### src/rtl/mul_unit_pkg.sv
// Shared definitions for the iterative multiplier: ALUControl encodings it
// accepts and the control FSM state type.
package mul_unit_pkg;

  localparam logic [2:0] MUL_OP   = 3'b100;
  localparam logic [2:0] UMULL_OP = 3'b101;
  localparam logic [2:0] SMULL_OP = 3'b110;

  typedef enum logic [1:0] {
    IDLE = 2'd0,
    CALC = 2'd1,
    FIX  = 2'd2,
    DONE = 2'd3
  } state_t;

  function automatic logic is_mul_op(input logic [2:0] op);
    return (op == MUL_OP) || (op == UMULL_OP) || (op == SMULL_OP);
  endfunction

endpackage

### src/rtl/mul_unit_if.sv
// Start/busy/done handshake and operand/result bundle between the main
// controller (master) and the multiplier (slave).
interface mul_unit_if #(
  parameter int WIDTH = 32
) ();

  logic             start;
  logic [2:0]       op;
  logic [WIDTH-1:0] a;
  logic [WIDTH-1:0] b;
  logic             busy;
  logic             done;
  logic [WIDTH-1:0] result_lo;
  logic [WIDTH-1:0] result_hi;
  logic [1:0]       flags;

  modport master (
    output start, op, a, b,
    input  busy, done, result_lo, result_hi, flags
  );

  modport slave (
    input  start, op, a, b,
    output busy, done, result_lo, result_hi, flags
  );

endinterface

### src/rtl/flopenr.sv
// Enabled register with synchronous active-high reset to zero.
module flopenr #(
  parameter int WIDTH = 8
) (
  input  logic             clk,
  input  logic             reset,
  input  logic             en,
  input  logic [WIDTH-1:0] d,
  output logic [WIDTH-1:0] q
);

  always_ff @(posedge clk) begin
    if (reset)   q <= '0;
    else if (en) q <= d;
  end

endmodule

### src/rtl/flopr.sv
// Plain register with synchronous active-high reset to zero.
module flopr #(
  parameter int WIDTH = 8
) (
  input  logic             clk,
  input  logic             reset,
  input  logic [WIDTH-1:0] d,
  output logic [WIDTH-1:0] q
);

  always_ff @(posedge clk) begin
    if (reset) q <= '0;
    else       q <= d;
  end

endmodule

### src/rtl/mul_unit_cond_neg.sv
// Conditional two's-complement negate; a passes through when neg is low.
module cond_neg #(
  parameter int WIDTH = 32
) (
  input  logic             neg,
  input  logic [WIDTH-1:0] din,
  output logic [WIDTH-1:0] dout
);

  logic signed [WIDTH-1:0] din_s;

  always_comb begin
    din_s = din;
    dout  = neg ? -din_s : din_s;
  end

endmodule

### src/rtl/mul_unit.sv
// Radix-2 shift-add multiplier for MUL/UMULL/SMULL: 32 CALC cycles on operand
// magnitudes, then one FIX cycle that re-applies the sign and registers results.
module mul_unit #(
  parameter int WIDTH = 32
) (
  input  logic         clk,
  input  logic         reset,
  mul_unit_if.slave    bus
);

  import mul_unit_pkg::*;

  localparam int CNT_W = $clog2(WIDTH);
  localparam int PW    = 2 * WIDTH;

  logic [1:0]       state_q;
  state_t           state_d;
  logic [CNT_W-1:0] cnt_q, cnt_d;
  logic [PW-1:0]    acc_q, acc_d;
  logic [PW-1:0]    mcand_q, mcand_d;
  logic [WIDTH-1:0] mplier_q, mplier_d;
  logic [2:0]       op_q, op_d;
  logic             neg_q, neg_d;

  logic             busy_q, busy_d;
  logic             done_q, done_d;
  logic [WIDTH-1:0] lo_q, lo_d;
  logic [WIDTH-1:0] hi_q, hi_d;
  logic [1:0]       flags_q, flags_d;

  logic             sgn_op;
  logic             long_op;
  logic             fix_en;
  logic [WIDTH-1:0] mag_a, mag_b;
  logic [PW-1:0]    prod;

  // Operand magnitudes are taken straight off the bus so they can be latched
  // on the accepting edge; |0x80000000| stays 0x80000000 as an unsigned value.
  assign sgn_op = (bus.op == SMULL_OP);

  cond_neg #(.WIDTH(WIDTH)) u_neg_a (
    .neg  (sgn_op & bus.a[WIDTH-1]),
    .din  (bus.a),
    .dout (mag_a)
  );

  cond_neg #(.WIDTH(WIDTH)) u_neg_b (
    .neg  (sgn_op & bus.b[WIDTH-1]),
    .din  (bus.b),
    .dout (mag_b)
  );

  cond_neg #(.WIDTH(PW)) u_neg_p (
    .neg  (neg_q),
    .din  (acc_q),
    .dout (prod)
  );

  always_comb begin
    state_d  = state_t'(state_q);
    cnt_d    = cnt_q;
    acc_d    = acc_q;
    mcand_d  = mcand_q;
    mplier_d = mplier_q;
    op_d     = op_q;
    neg_d    = neg_q;
    case (state_q)
      IDLE: begin
        if (bus.start && is_mul_op(bus.op)) begin
          state_d  = CALC;
          op_d     = bus.op;
          neg_d    = sgn_op & (bus.a[WIDTH-1] ^ bus.b[WIDTH-1]);
          acc_d    = '0;
          mcand_d  = {{WIDTH{1'b0}}, mag_a};
          mplier_d = mag_b;
          cnt_d    = CNT_W'(WIDTH - 1);
        end
      end
      CALC: begin
        if (mplier_q[0]) acc_d = acc_q + mcand_q;
        mcand_d  = mcand_q << 1;
        mplier_d = mplier_q >> 1;
        cnt_d    = cnt_q - CNT_W'(1);
        if (cnt_q == '0) state_d = FIX;
      end
      FIX:     state_d = DONE;
      DONE:    state_d = IDLE;
      default: state_d = IDLE;
    endcase
  end

  // Status flops follow the next state so busy/done come straight from registers.
  always_comb begin
    busy_d  = (state_d != IDLE);
    done_d  = (state_d == DONE);
    long_op = (op_q != MUL_OP);
    fix_en  = (state_q == FIX);
    lo_d    = prod[WIDTH-1:0];
    hi_d    = long_op ? prod[PW-1:WIDTH] : '0;
    flags_d = long_op ? {prod[PW-1], (prod == '0)}
                      : {prod[WIDTH-1], (prod[WIDTH-1:0] == '0)};
  end

  flopr #(.WIDTH(2))     u_state (.clk(clk), .reset(reset), .d(state_d), .q(state_q));
  flopr #(.WIDTH(CNT_W)) u_cnt   (.clk(clk), .reset(reset), .d(cnt_d),   .q(cnt_q));
  flopr #(.WIDTH(1))     u_busy  (.clk(clk), .reset(reset), .d(busy_d),  .q(busy_q));
  flopr #(.WIDTH(1))     u_done  (.clk(clk), .reset(reset), .d(done_d),  .q(done_q));

  flopenr #(.WIDTH(WIDTH)) u_lo    (.clk(clk), .reset(reset), .en(fix_en), .d(lo_d),    .q(lo_q));
  flopenr #(.WIDTH(WIDTH)) u_hi    (.clk(clk), .reset(reset), .en(fix_en), .d(hi_d),    .q(hi_q));
  flopenr #(.WIDTH(2))     u_flags (.clk(clk), .reset(reset), .en(fix_en), .d(flags_d), .q(flags_q));

  always_ff @(posedge clk) begin
    acc_q    <= acc_d;
    mcand_q  <= mcand_d;
    mplier_q <= mplier_d;
    op_q     <= op_d;
    neg_q    <= neg_d;
  end

  assign bus.busy      = busy_q;
  assign bus.done      = done_q;
  assign bus.result_lo = lo_q;
  assign bus.result_hi = hi_q;
  assign bus.flags     = flags_q;

endmodule

### src/flat_wrapper.sv
// flat-port wrapper written by rule: the top's interface ports become plain ports
module mul_unit_flat import mul_unit_pkg::*;
#(
  parameter int WIDTH = 32
)
  (clk, reset, bus_start, bus_op, bus_a, bus_b, bus_busy, bus_done, bus_result_lo, bus_result_hi, bus_flags);
  mul_unit_if #(.WIDTH(WIDTH)) bus_i ();
  input  logic clk;
  input  logic reset;
  input wire logic [$bits(bus_i.start)-1:0] bus_start;
  input wire logic [$bits(bus_i.op)-1:0] bus_op;
  input wire logic [$bits(bus_i.a)-1:0] bus_a;
  input wire logic [$bits(bus_i.b)-1:0] bus_b;
  output wire logic [$bits(bus_i.busy)-1:0] bus_busy;
  output wire logic [$bits(bus_i.done)-1:0] bus_done;
  output wire logic [$bits(bus_i.result_lo)-1:0] bus_result_lo;
  output wire logic [$bits(bus_i.result_hi)-1:0] bus_result_hi;
  output wire logic [$bits(bus_i.flags)-1:0] bus_flags;
  assign bus_i.start = bus_start;
  assign bus_i.op = bus_op;
  assign bus_i.a = bus_a;
  assign bus_i.b = bus_b;
  assign bus_busy = bus_i.busy;
  assign bus_done = bus_i.done;
  assign bus_result_lo = bus_i.result_lo;
  assign bus_result_hi = bus_i.result_hi;
  assign bus_flags = bus_i.flags;
  mul_unit #(.WIDTH(WIDTH)) u_core (.clk(clk), .reset(reset), .bus(bus_i));
endmodule
### config.mk
export PLATFORM = sky130hd
export DESIGN_NAME = mul_unit_flat
export DESIGN_NICKNAME = d
export VERILOG_FILES = /design/src/rtl/mul_unit_pkg.sv /design/src/rtl/mul_unit_if.sv /design/src/rtl/flopenr.sv /design/src/rtl/flopr.sv /design/src/rtl/mul_unit_cond_neg.sv /design/src/rtl/mul_unit.sv /design/src/flat_wrapper.sv
export SDC_FILE = /design/constraint.sdc
export NUM_CORES = 1
export LEC_CHECK = 0
export ABC_AREA = 1
export CORE_MARGIN = 2
export CORE_UTILIZATION = 50
export CTS_CLUSTER_DIAMETER = 50
export DETAILED_ROUTE_END_ITERATION = 7
export PLACE_DENSITY_LB_ADDON = 0.25
export SLEW_MARGIN = 20
export SYNTH_ARGS = -nofsm -noshare
export SYNTH_HDL_FRONTEND = slang
export SYNTH_SLANG_ARGS = --single-unit
### constraint.sdc
create_clock -name clk -period 11.3 [get_ports clk]
set_input_delay 2.825 -clock clk [delete_from_list [all_inputs] [get_ports clk]]
set_output_delay 2.825 -clock clk [all_outputs]
set_load 0.1 [all_outputs]
==> out/qor.csv, run 1 <==
stage;metric;value;unit
status;status;completed;
global_route;grt_start_max_net_pins;100;
clock_tree;cts_resized;0;
synth;ys_seq_area_frac;0.378;
drt;wire_per_inst;16.8;um
synth;syn-num-nets;2525;
synth;synthCells;2386;
setup_path;regToRegEndpoint;u_core.acc_q[48];
timing;worstMarginPinSlew;1.00;ns
setup_path;crit_arrival;5.70;ns
global_route;grt_usage;0.285;
die;coreArea;33400;um^2
drt;first_iter_violations;1250;
setup_path;reg2reg_slack;7.87;ns
setup_path;r2r-start;u_core.acc_q[0];
timing;fmax;183;MHz
clock_tree;ctsHoldBuffers;0;
pwr;irDropWorstVdd;0.113;mV
setup_path;crit_start;bus_op[1];
die;start_util;0.508;
setup_path;crit_top_cell;inv_1;
die;dieArea;35400;um^2
clock_tree;clock_latency;0.53;ns
job;drv_cap;0;
placement;hpwlAfterDp;39200;um
setup_path;crit_slowest_cell;nor2_2;
clock_tree;cts_buffer_depth;3;
layout;layout_common_cells;541 x nand2_1, 380 x nor2_1, 284 x inv_1;
placement;dp.cells;2921;
setup_path;crit_chain;clkdlybuf4s50_1 -> inv_1 -> nor3_2 -> inv_1 -> nor2_2 -> inv_1 -> o21ai_1 -> nor2_1 -> o21ai_0 -> xnor2_1 -> o21ai_0;
drt;firstDrtPassIters;5;
clock_tree;cts_sinks;239;
synth;synth.avg_cell_area;7.12;um^2
timing;drv_slew;0;
die;die_y;188;um
timing;hold_viol;0;
pwr;power_density;168;nW/um^2
setup_path;reg2reg_depth;13;
layout;area_delta_synth_final;17.4;%
timing;whs;0.461;ns
timing;period_share;0.483;
die;rows;67;
setup_path;crit_fanout;18;
layout;nets;2648;
layout;final_cell_count_no_fill;2981;
min_path;hold_class;reg -> reg;
setup_path;critical_path_class;in -> reg;
synth;ys_seq_elements;239;
clock_tree;cts.htree.levels;2;
placement;io_buffers;137;
timing;period_needed;5.46;ns
min_path;hold-path-endpoint;u_core.u_hi.q[22];
global_route;grt_pass1_wl;81500;um
clock_tree;clk_pin_slew;0.05;ns
placement;place_congestion;0.950;
synth;netlist_area;17000;um^2
min_path;hold_depth;2;
layout;drive_above_1_share;0.0533;
pwr;power;0.00335;W
global_route;overflow;0;
setup_path;max_stage_delay;0.55;ns
synth;ys_warn_count;0;
global_route;grt_pass1_vias;15700;
setup_path;critPathLaunchType;input port;
setup_path;endpoint_kind;register;
clock_tree;cts-root-buf;clkbuf_16;
layout;diodes;0;
drt;totalWireLength;49900;um
global_route;antenna_found_initial;0;
min_path;worstHoldStart;u_core.u_hi.q[22];
timing;slew_headroom;0.329;
timing;rsz0062_at_grt;false;
synth;synthFlopType;edfxtp_1;
clock_tree;cts_tree;done;
drt;drc;0;
synth;synth_edf_count;164;
timing;fin_tns_setup;0;ns
timing;worst_slack;5.84;ns
setup_path;required;11.55;ns
drt;routed-via-count;16300;
synth;synth_cell_types;55;
die;ioPinCount;138;
clock_tree;post_cts_buffers;0;
synth;ys_async_sr_fraction;0;
pwr;leakagePower;8.16;nW
die;die_w;188;um
timing;setup_viol;0;
drt;vias_per_cell;5.46;
placement;pre_cts_slack;5.32;ns
layout;final_common_cell;nand2_1;
clock_tree;cts_buffers;34;
timing;fin_skew;0.0176;ns
drt;ant_nets;0;
## cell families after synthesis
family	synth area share
and+or+nand+nor	0.282
AOI/OAI and AO/OA	0.169
buffers and inverters	0.0777
DFF	0.378
xor gates and xnor gates	0.0422
adders and majority gates	0.0513
## layer usage
metal / vias to the layer above / global-route usage / wire length, um / part of all wire
li1: 8199 / - / - / -
met1: 7500 / 0.388 / 23000 / 0.46
met2: 491 / 0.478 / 22700 / 0.46
met3: 78 / 0.0393 / 3090 / 0.062
met4: 0 / 0.0697 / 1140 / 0.023
met5: - / 0 / 0 / 0
## Yosys cell counts, types with 15 or more instances
| cell | count | area share |
|---|---|---|
| nand3_1 | 96 | 0.028 |
| o21ai_1 | 16 | 0.0047 |
| ha_1 | 68 | 0.050 |
| nand2_2 | 15 | 0.0055 |
| nand4_1 | 19 | 0.0070 |
| a31oi_1 | 30 | 0.011 |
| xor2_1 | 48 | 0.025 |
| a21o_1 | 17 | 0.0075 |
| nand2_1 | 542 | 0.12 |
| a21oi_1 | 192 | 0.057 |
| clkbuf_1 | 47 | 0.010 |
| nor3_1 | 15 | 0.0044 |
| nor2_1 | 383 | 0.085 |
| xnor2_1 | 32 | 0.017 |
| edfxtp_1 | 164 | 0.29 |
| o211ai_1 | 27 | 0.012 |
| o21ai_0 | 190 | 0.056 |
| inv_1 | 285 | 0.063 |
| dfxtp_1 | 75 | 0.088 |
## flip-flops by register name, indices dropped and copies added, names as in the netlist
signal	cells
u_core.u_state.q	2
u_core.neg_q	1
u_core.op_q	3
u_core.u_hi.q	32
u_core.u_busy.q	1
u_core.u_cnt.q	5
u_core.acc_q	64
u_core.mplier_q	32
u_core.u_lo.q	32
u_core.mcand_q	64
u_core.u_flags.q	2
u_core.u_done.q	1
## metrics by stage
stage          utilization  area, um^2
2_1_floorplan            -       17000
3_3_place_gp         0.561       18800
3_5_place_dp         0.561       18800
4_1_cts              0.596       19900
5_1_grt              0.596       19900
6_report             0.596       19900
## worst max path at each step
stage	to	slack, ns	cells after the start
finish	u_core.mplier_q[29]	5.84	11
global route	u_core.mplier_q[29]	5.58	11
CTS	u_core.mplier_q[29]	5.87	11
detailed placement	u_core.mplier_q[29]	5.32	11
global placement	u_core.mplier_q[29]	5.39	11
floorplan	u_core.u_cnt.q[3]	5.29	9
## final cells by class
type                    count  area [um^2]
clock buffers              40          936
inverters                 290         1090
repair buffers            145         1430
fillers                  3163        13500
multi-input cells        1799         9260
clock inverters            20          241
well taps                 448          561
flip-flops and latches    239         6430
## where the power goes
group | switching (W) | internal [W] | total [W]
combinational | 0.000734 | 0.000308 | 0.00104
clock | 0.000429 | 0.000693 | 0.00112
sequential | 0.000103 | 0.00108 | 0.00119
## worst max-delay path, delay by kind of cell
kind                      cells  cell delay [ns]
AOI/OAI and AO/OA             3             0.49
and+or+nand+nor               3             1.05
xor gates and xnor gates      1             0.14
buffers and inverters         4             1.18
Note: power is estimated with default switching activity, not from simulation.
==> run 2, diff against run 1 <==
==> constraint.sdc (replaced) <==
create_clock -name clk -period 5.24 [get_ports clk]
set_input_delay 1.31 -clock clk [delete_from_list [all_inputs] [get_ports clk]]
set_output_delay 1.31 -clock clk [all_outputs]
set_load 0.1 [all_outputs]
==> out/qor.csv, run 2 (synthesized netlist as in run 1, its figures left out) <==
stage;metric;value;unit;change
setup_path;crit_top_cell;nand2_1;;was inv_1
timing;rsz0062_at_grt;false;;unchanged
global_route;grt_usage;0.279;;was 0.285
clock_tree;clk_pin_slew;0.05;ns;about the same
drt;vias_per_cell;5.49;;was 5.46
drt;first_iter_violations;1258;;was 1,250
setup_path;crit_fanout;18;;unchanged
placement;io_buffers;137;;unchanged
timing;drv_slew;0;;unchanged
global_route;grt_start_max_net_pins;99;;was 100
layout;nets;2656;;was 2,648
clock_tree;cts_buffers;35;;was 34
timing;period_needed;3.48;ns;
clock_tree;cts_resized;0;;unchanged
setup_path;r2r-start;u_core.acc_q[0];;unchanged
setup_path;reg2reg_slack;1.99;ns;was 7.87 ns
setup_path;reg2reg_depth;13;;unchanged
setup_path;critPathBufInv;4;;unchanged
die;dieArea;35400;um^2;unchanged
job;drv_cap;0;;unchanged
setup_path;max_stage_delay;0.50;ns;was 0.55 ns
clock_tree;clock_latency;0.53;ns;about the same
pwr;power;0.00724;W;was 0.00335 W
die;coreArea;33400;um^2;unchanged
drt;firstDrtPassIters;6;;was 5
timing;whs;0.462;ns;was 0.461 ns
setup_path;critPathLaunchType;input port;;unchanged
timing;fin_skew;0.0233;ns;was 0.0176 ns
die;start_util;0.508;;unchanged
timing;hold_viol;0;;unchanged
die;ioPinCount;138;;unchanged
setup_path;cp.depth;12;;was 11
setup_path;crit_chain;clkdlybuf4s50_1 -> inv_1 -> nor3_2 -> nand2_1 -> buf_4 -> clkinv_1 -> o21ai_2 -> nand2_1 -> a21oi_2 -> o21ai_1 -> xnor2_1 -> o21ai_0;;was clkdlybuf4s50_1 -> inv_1 -> nor3_2 -> inv_1 -> nor2_2 -> inv_1 -> o21ai_1 -> nor2_1 -> o21ai_0 -> xnor2_1 -> o21ai_0
drt;ant_nets;0;;unchanged
global_route;antenna_found_initial;0;;unchanged
clock_tree;cts_buffer_depth;3;;unchanged
clock_tree;cts.htree.levels;2;;unchanged
layout;area_delta_synth_final;18.1;%;was 17.4%
setup_path;required;5.47;ns;was 11.55 ns
layout;final_common_cell;nand2_1;;unchanged
placement;pre_cts_slack;1.23;ns;was 5.32 ns
clock_tree;ctsHoldBuffers;0;;unchanged
clock_tree;post_cts_buffers;0;;unchanged
pwr;power_density;361;nW/um^2;was 168 nW/um^2
pwr;leakagePower;8.22;nW;was 8.16 nW
clock_tree;cts_tree;done;;unchanged
drt;routed-via-count;16400;;was 16,300
setup_path;regToRegEndpoint;u_core.acc_q[48];;unchanged
timing;fin_tns_setup;0;ns;unchanged
status;status;completed;;unchanged
pwr;irDropWorstVdd;0.266;mV;was 0.113 mV
setup_path;crit_family;buffers and inverters;;unchanged
min_path;hold_class;reg -> reg;;unchanged
placement;hpwlAfterDp;38900;um;was 39,200 um
layout;reg.largest.list;u_core.acc_q x64, u_core.mcand_q x64;;unchanged
die;die_w;188;um;unchanged
layout;layout_common_cells;541 x nand2_1, 380 x nor2_1, 284 x inv_1;;unchanged
timing;worstMarginPinSlew;0.999;ns;was 1.00 ns
clock_tree;cts-root-buf;clkbuf_16;;unchanged
setup_path;crit_start;bus_op[2];;was bus_op[1]
setup_path;endpoint_kind;register;;unchanged
timing;period_share;0.664;;
global_route;grt_pass1_wl;80300;um;was 81,500 um
global_route;overflow;0;;unchanged
timing;worst_slack;1.76;ns;was 5.84 ns
layout;diodes;0;;unchanged
die;rows;67;;unchanged
placement;place_congestion;0.945;;was 0.950
clock_tree;cts_sinks;239;;unchanged
timing;slew_headroom;0.332;;was 0.329
drt;wire_per_inst;16.5;um;was 16.8 um
die;die_y;188;um;unchanged
drt;totalWireLength;49500;um;was 49,900 um
setup_path;critical_path_class;in -> reg;;unchanged
global_route;grt_pass1_vias;15600;;was 15,700
timing;setup_viol;0;;unchanged
setup_path;endpoint;u_core.mcand_q[30];;was u_core.mplier_q[29]
setup_path;crit_arrival;3.72;ns;was 5.70 ns
timing;fmax;287;MHz;
layout;drive_above_1_share;0.0562;;was 0.0533
setup_path;crit_slowest_cell;clkinv_1;;was nor2_2
drt;drc;0;;unchanged
==> run 2: cell types whose count changed in the layout (fill, tap and decap cells not counted), sizes merged <==
| cell | before | now |
|---|---|---|
| inv | 295 | 292 |
| clkbuf | 40 | 43 |
| bufinv | 4 | 3 |
| clkinv | 10 | 14 |
| buf | 9 | 16 |
==> run 2: cell type report <==
type                       instances  area [um^2]
tap                              448          561
fill                            3075        13400
multi-input combinational       1799         9260
clock buffer                      43         1010
clock inverter                    20          203
timing repair buffer             152         1500
inverter                         290         1090
sequential                       239         6430
==> run 2: power by group <==
part           internal, W  switching (W)
sequential         0.00233       0.000221
combinational     0.000677        0.00159
clock              0.00153       0.000890
total              0.00454        0.00270
==> run 2: worst reg2reg max path, cell delays in order (launching register included) <==
cell      delay, ns
edfxtp_1       0.45
ha_1           0.25
fa_1           0.39
nand2_1        0.09
nand3_1        0.07
o21ai_1        0.17
inv_1          0.08
a21oi_1        0.32
o21ai_1        0.19
a21oi_1        0.36
o21ai_1        0.17
a21oi_1        0.30
o21ai_0        0.12
a21oi_1        0.16
==> run 2: how the worst min path moves through the flow <==
stage | slack [ns] | end | from | cells after the start
after floorplan | 0.45 | u_core.u_cnt.q[4] | u_core.u_cnt.q[4] | 2
after global placement | 0.45 | u_core.u_hi.q[0] | u_core.u_hi.q[0] | 2
after detailed placement | 0.45 | u_core.u_hi.q[11] | u_core.u_hi.q[11] | 2
after CTS | 0.46 | u_core.u_hi.q[11] | u_core.u_hi.q[11] | 2
after global routing | 0.48 | u_core.u_hi.q[26] | u_core.u_hi.q[26] | 2
final | 0.46 | u_core.u_hi.q[9] | u_core.u_hi.q[9] | 2
==> run 2: stage by stage <==
stage	cell area, um^2	std cells	utilization
after floorplan	17000	2386	-
after global placement	18800	2928	0.563
after detailed placement	18800	2928	0.563
after CTS	20000	2991	0.599
after global routing	20000	2991	0.599
final	20000	2991	0.599
==> run 2: per-layer routing <==
| metal | vias up | part of all wire | track usage |
|---|---|---|---|
| met1 | 7535 | 0.45 | 0.377 |
| met3 | 88 | 0.064 | 0.0382 |
| met4 | 0 | 0.029 | 0.0869 |
| met2 | 571 | 0.45 | 0.466 |
| met5 | - | 0 | 0 |
| li1 | 8221 | - | - |
==> run 3, diff against run 2 <==
==> constraint.sdc (replaced) <==
create_clock -name clk -period 3.2 [get_ports clk]
set_input_delay 0.8 -clock clk [delete_from_list [all_inputs] [get_ports clk]]
set_output_delay 0.8 -clock clk [all_outputs]
set_load 0.1 [all_outputs]
==> out/qor.csv, run 3 (synthesized netlist as in run 1, its figures left out) <==
stage;metric;value;unit;change
status;status;completed;;unchanged
pwr;power_density;583;nW/um^2;was 361 nW/um^2
drt;first_iter_violations;1135;;was 1,258
timing;drv_slew;0;;unchanged
setup_path;crit_fanout;5;;was 18
drt;ant_nets;0;;unchanged
global_route;grt_pass1_vias;15500;;was 15,600
setup_path;crit_family;compound AO/OA/AOI/OAI gates;;was buffers and inverters
timing;fin_skew;0.0141;ns;was 0.0233 ns
timing;hold_viol;0;;unchanged
layout;nets;2688;;was 2,656
timing;period_share;0.939;;
layout;final_common_cell;nand2_1;;unchanged
clock_tree;cts_buffers;35;;unchanged
timing;slew_headroom;0.510;;was 0.332
pwr;irDropWorstVdd;0.370;mV;was 0.266 mV
setup_path;endpoint_kind;register;;unchanged
drt;vias_per_cell;5.44;;was 5.49
setup_path;max_stage_delay;0.60;ns;was 0.50 ns
clock_tree;clock_latency;0.54;ns;was 0.53 ns
drt;routed-via-count;16400;;about the same
die;dieArea;35400;um^2;unchanged
clock_tree;cts-root-buf;clkbuf_16;;unchanged
timing;fmax;333;MHz;
pwr;leakagePower;8.49;nW;was 8.22 nW
timing;period_needed;3.00;ns;
clock_tree;cts_sinks;239;;unchanged
setup_path;critical_path_class;reg -> reg;;was in -> reg
layout;diodes;0;;unchanged
layout;final_area;20100;um^2;was 20,000 um^2
clock_tree;ctsHoldBuffers;0;;unchanged
layout;reg.largest.list;u_core.acc_q x64, u_core.mcand_q x64;;unchanged
min_path;hold_class;reg -> reg;;unchanged
setup_path;crit_slowest_cell;o211ai_1;;was clkinv_1
die;die_y;188;um;unchanged
die;ioPinCount;138;;unchanged
die;coreArea;33400;um^2;unchanged
die;rows;67;;unchanged
layout;area_delta_synth_final;18.4;%;was 18.1%
drt;totalWireLength;50500;um;was 49,500 um
timing;setup_viol;0;;unchanged
drt;wire_per_inst;16.7;um;was 16.5 um
die;die_w;188;um;unchanged
placement;hpwlAfterDp;39400;um;was 38,900 um
setup_path;crit_arrival;3.29;ns;was 3.72 ns
global_route;grt_usage;0.284;;was 0.279
placement;place_congestion;0.969;;was 0.945
global_route;overflow;0;;unchanged
layout;layout_common_cells;541 x nand2_1, 379 x nor2_1, 283 x inv_1;;was 541 x nand2_1, 380 x nor2_1, 284 x inv_1
pwr;power;0.0117;W;was 0.00724 W
drt;drc;0;;unchanged
placement;io_buffers;137;;unchanged
setup_path;critPathBufInv;1;;was 4
timing;worstMarginPinSlew;0.732;ns;was 0.999 ns
global_route;grt_pass1_wl;80900;um;was 80,300 um
global_route;grt_start_max_net_pins;179;;was 99
setup_path;crit_chain;ha_1 -> nand2_1 -> nor2_1 -> inv_1 -> o21ai_0 -> a21oi_1 -> o211ai_1 -> a31oi_2 -> nor2_1 -> nor2_1;;was clkdlybuf4s50_1 -> inv_1 -> nor3_2 -> nand2_1 -> buf_4 -> clkinv_1 -> o21ai_2 -> nand2_1 -> a21oi_2 -> o21ai_1 -> xnor2_1 -> o21ai_0
timing;whs;0.464;ns;was 0.462 ns
clock_tree;cts.htree.levels;2;;unchanged
die;start_util;0.508;;unchanged
global_route;antenna_found_initial;0;;unchanged
setup_path;critPathLaunchType;register;;was input port
placement;placement.cell_area;18900;um^2;was 18,800 um^2
setup_path;crit_top_cell;nor2_1;;was nand2_1
clock_tree;cts_tree;done;;unchanged
clock_tree;clk_pin_slew;0.05;ns;about the same
drt;firstDrtPassIters;6;;unchanged
setup_path;required;3.48;ns;was 5.47 ns
layout;drive_above_1_share;0.0964;;was 0.0562
clock_tree;cts_buffer_depth;3;;unchanged
job;drv_cap;0;;unchanged
-- run 3: changes by cell type in the layout (fill, tap and decap cells not counted), sizes merged --
cell	previous run	this run
buf	16	116
bufinv	3	1
clkbuf	43	44
clkdlybuf4s50	136	68
clkinv	14	13
-- run 3: timing repair --
action / in CTS / in global routing
buffers inserted: 0 / 3
gates resized for setup: 0 / 4
endpoints found under the setup margin: 0 / 4
-- run 3: power breakdown --
| group | switching, W | total [W] | internal, W |
|---|---|---|---|
| clock network | 0.00147 | 0.00372 | 0.00226 |
| logic | 0.00266 | 0.00383 | 0.00117 |
| registers | 0.000341 | 0.00416 | 0.00382 |
-- run 3: final cells by class --
cell class / count / area [um^2]
inverter: 290 / 1090
fill: 3135 / 13400
tap: 448 / 561
clock buffer: 44 / 975
multi-input combinational: 1799 / 9290
clock inverter: 17 / 146
timing repair buffer: 184 / 1610
sequential: 239 / 6430
-- run 3: metrics by stage --
stage | std cells | setup slack [ns] | setup TNS, ns | utilization
final | 3021 | 0.195 | 0 | 0.601
after global placement | 2957 | 0.0527 | 0 | 0.566
after detailed placement | 2957 | -0.0335 | -0.0626 | 0.566
after global routing | 3021 | -0.00273 | -0.00273 | 0.601
after floorplan | 2386 | -0.0777 | -3.42 | -
after CTS | 3018 | 0.147 | 0 | 0.600
-- run 3: metal layers --
| layer | up-vias | GRT usage | routed length [um] |
|---|---|---|---|
| li1 | 8272 | - | - |
| met4 | 0 | 0.0796 | 1160 |
| met2 | 462 | 0.468 | 22900 |
| met3 | 79 | 0.0363 | 3070 |
| met1 | 7608 | 0.394 | 23300 |
| met5 | - | 0 | 0 |
-- run 3: worst paths after layout --
| path | depth (start not counted) | from | slack [ns] | endpoint |
|---|---|---|---|---|
| setup / recovery | 10 | u_core.acc_q[15] | 0.20 | u_core.acc_q[59] |
| hold / removal | 2 | u_core.u_hi.q[19] | 0.46 | u_core.u_hi.q[19] |
| setup reg to reg | 10 | u_core.acc_q[15] | 0.20 | u_core.acc_q[59] |
| hold reg to reg | 2 | u_core.u_hi.q[19] | 0.46 | u_core.u_hi.q[19] |
-- run 3: worst reg2reg max path: stages (launching register included) --
cell and delay (ns):
edfxtp_1 0.51, ha_1 0.46, nand2_1 0.12, nor2_1 0.14, inv_1 0.08, o21ai_0 0.25
a21oi_1 0.11, o211ai_1 0.61, a31oi_2 0.26, nor2_1 0.16, nor2_1 0.06
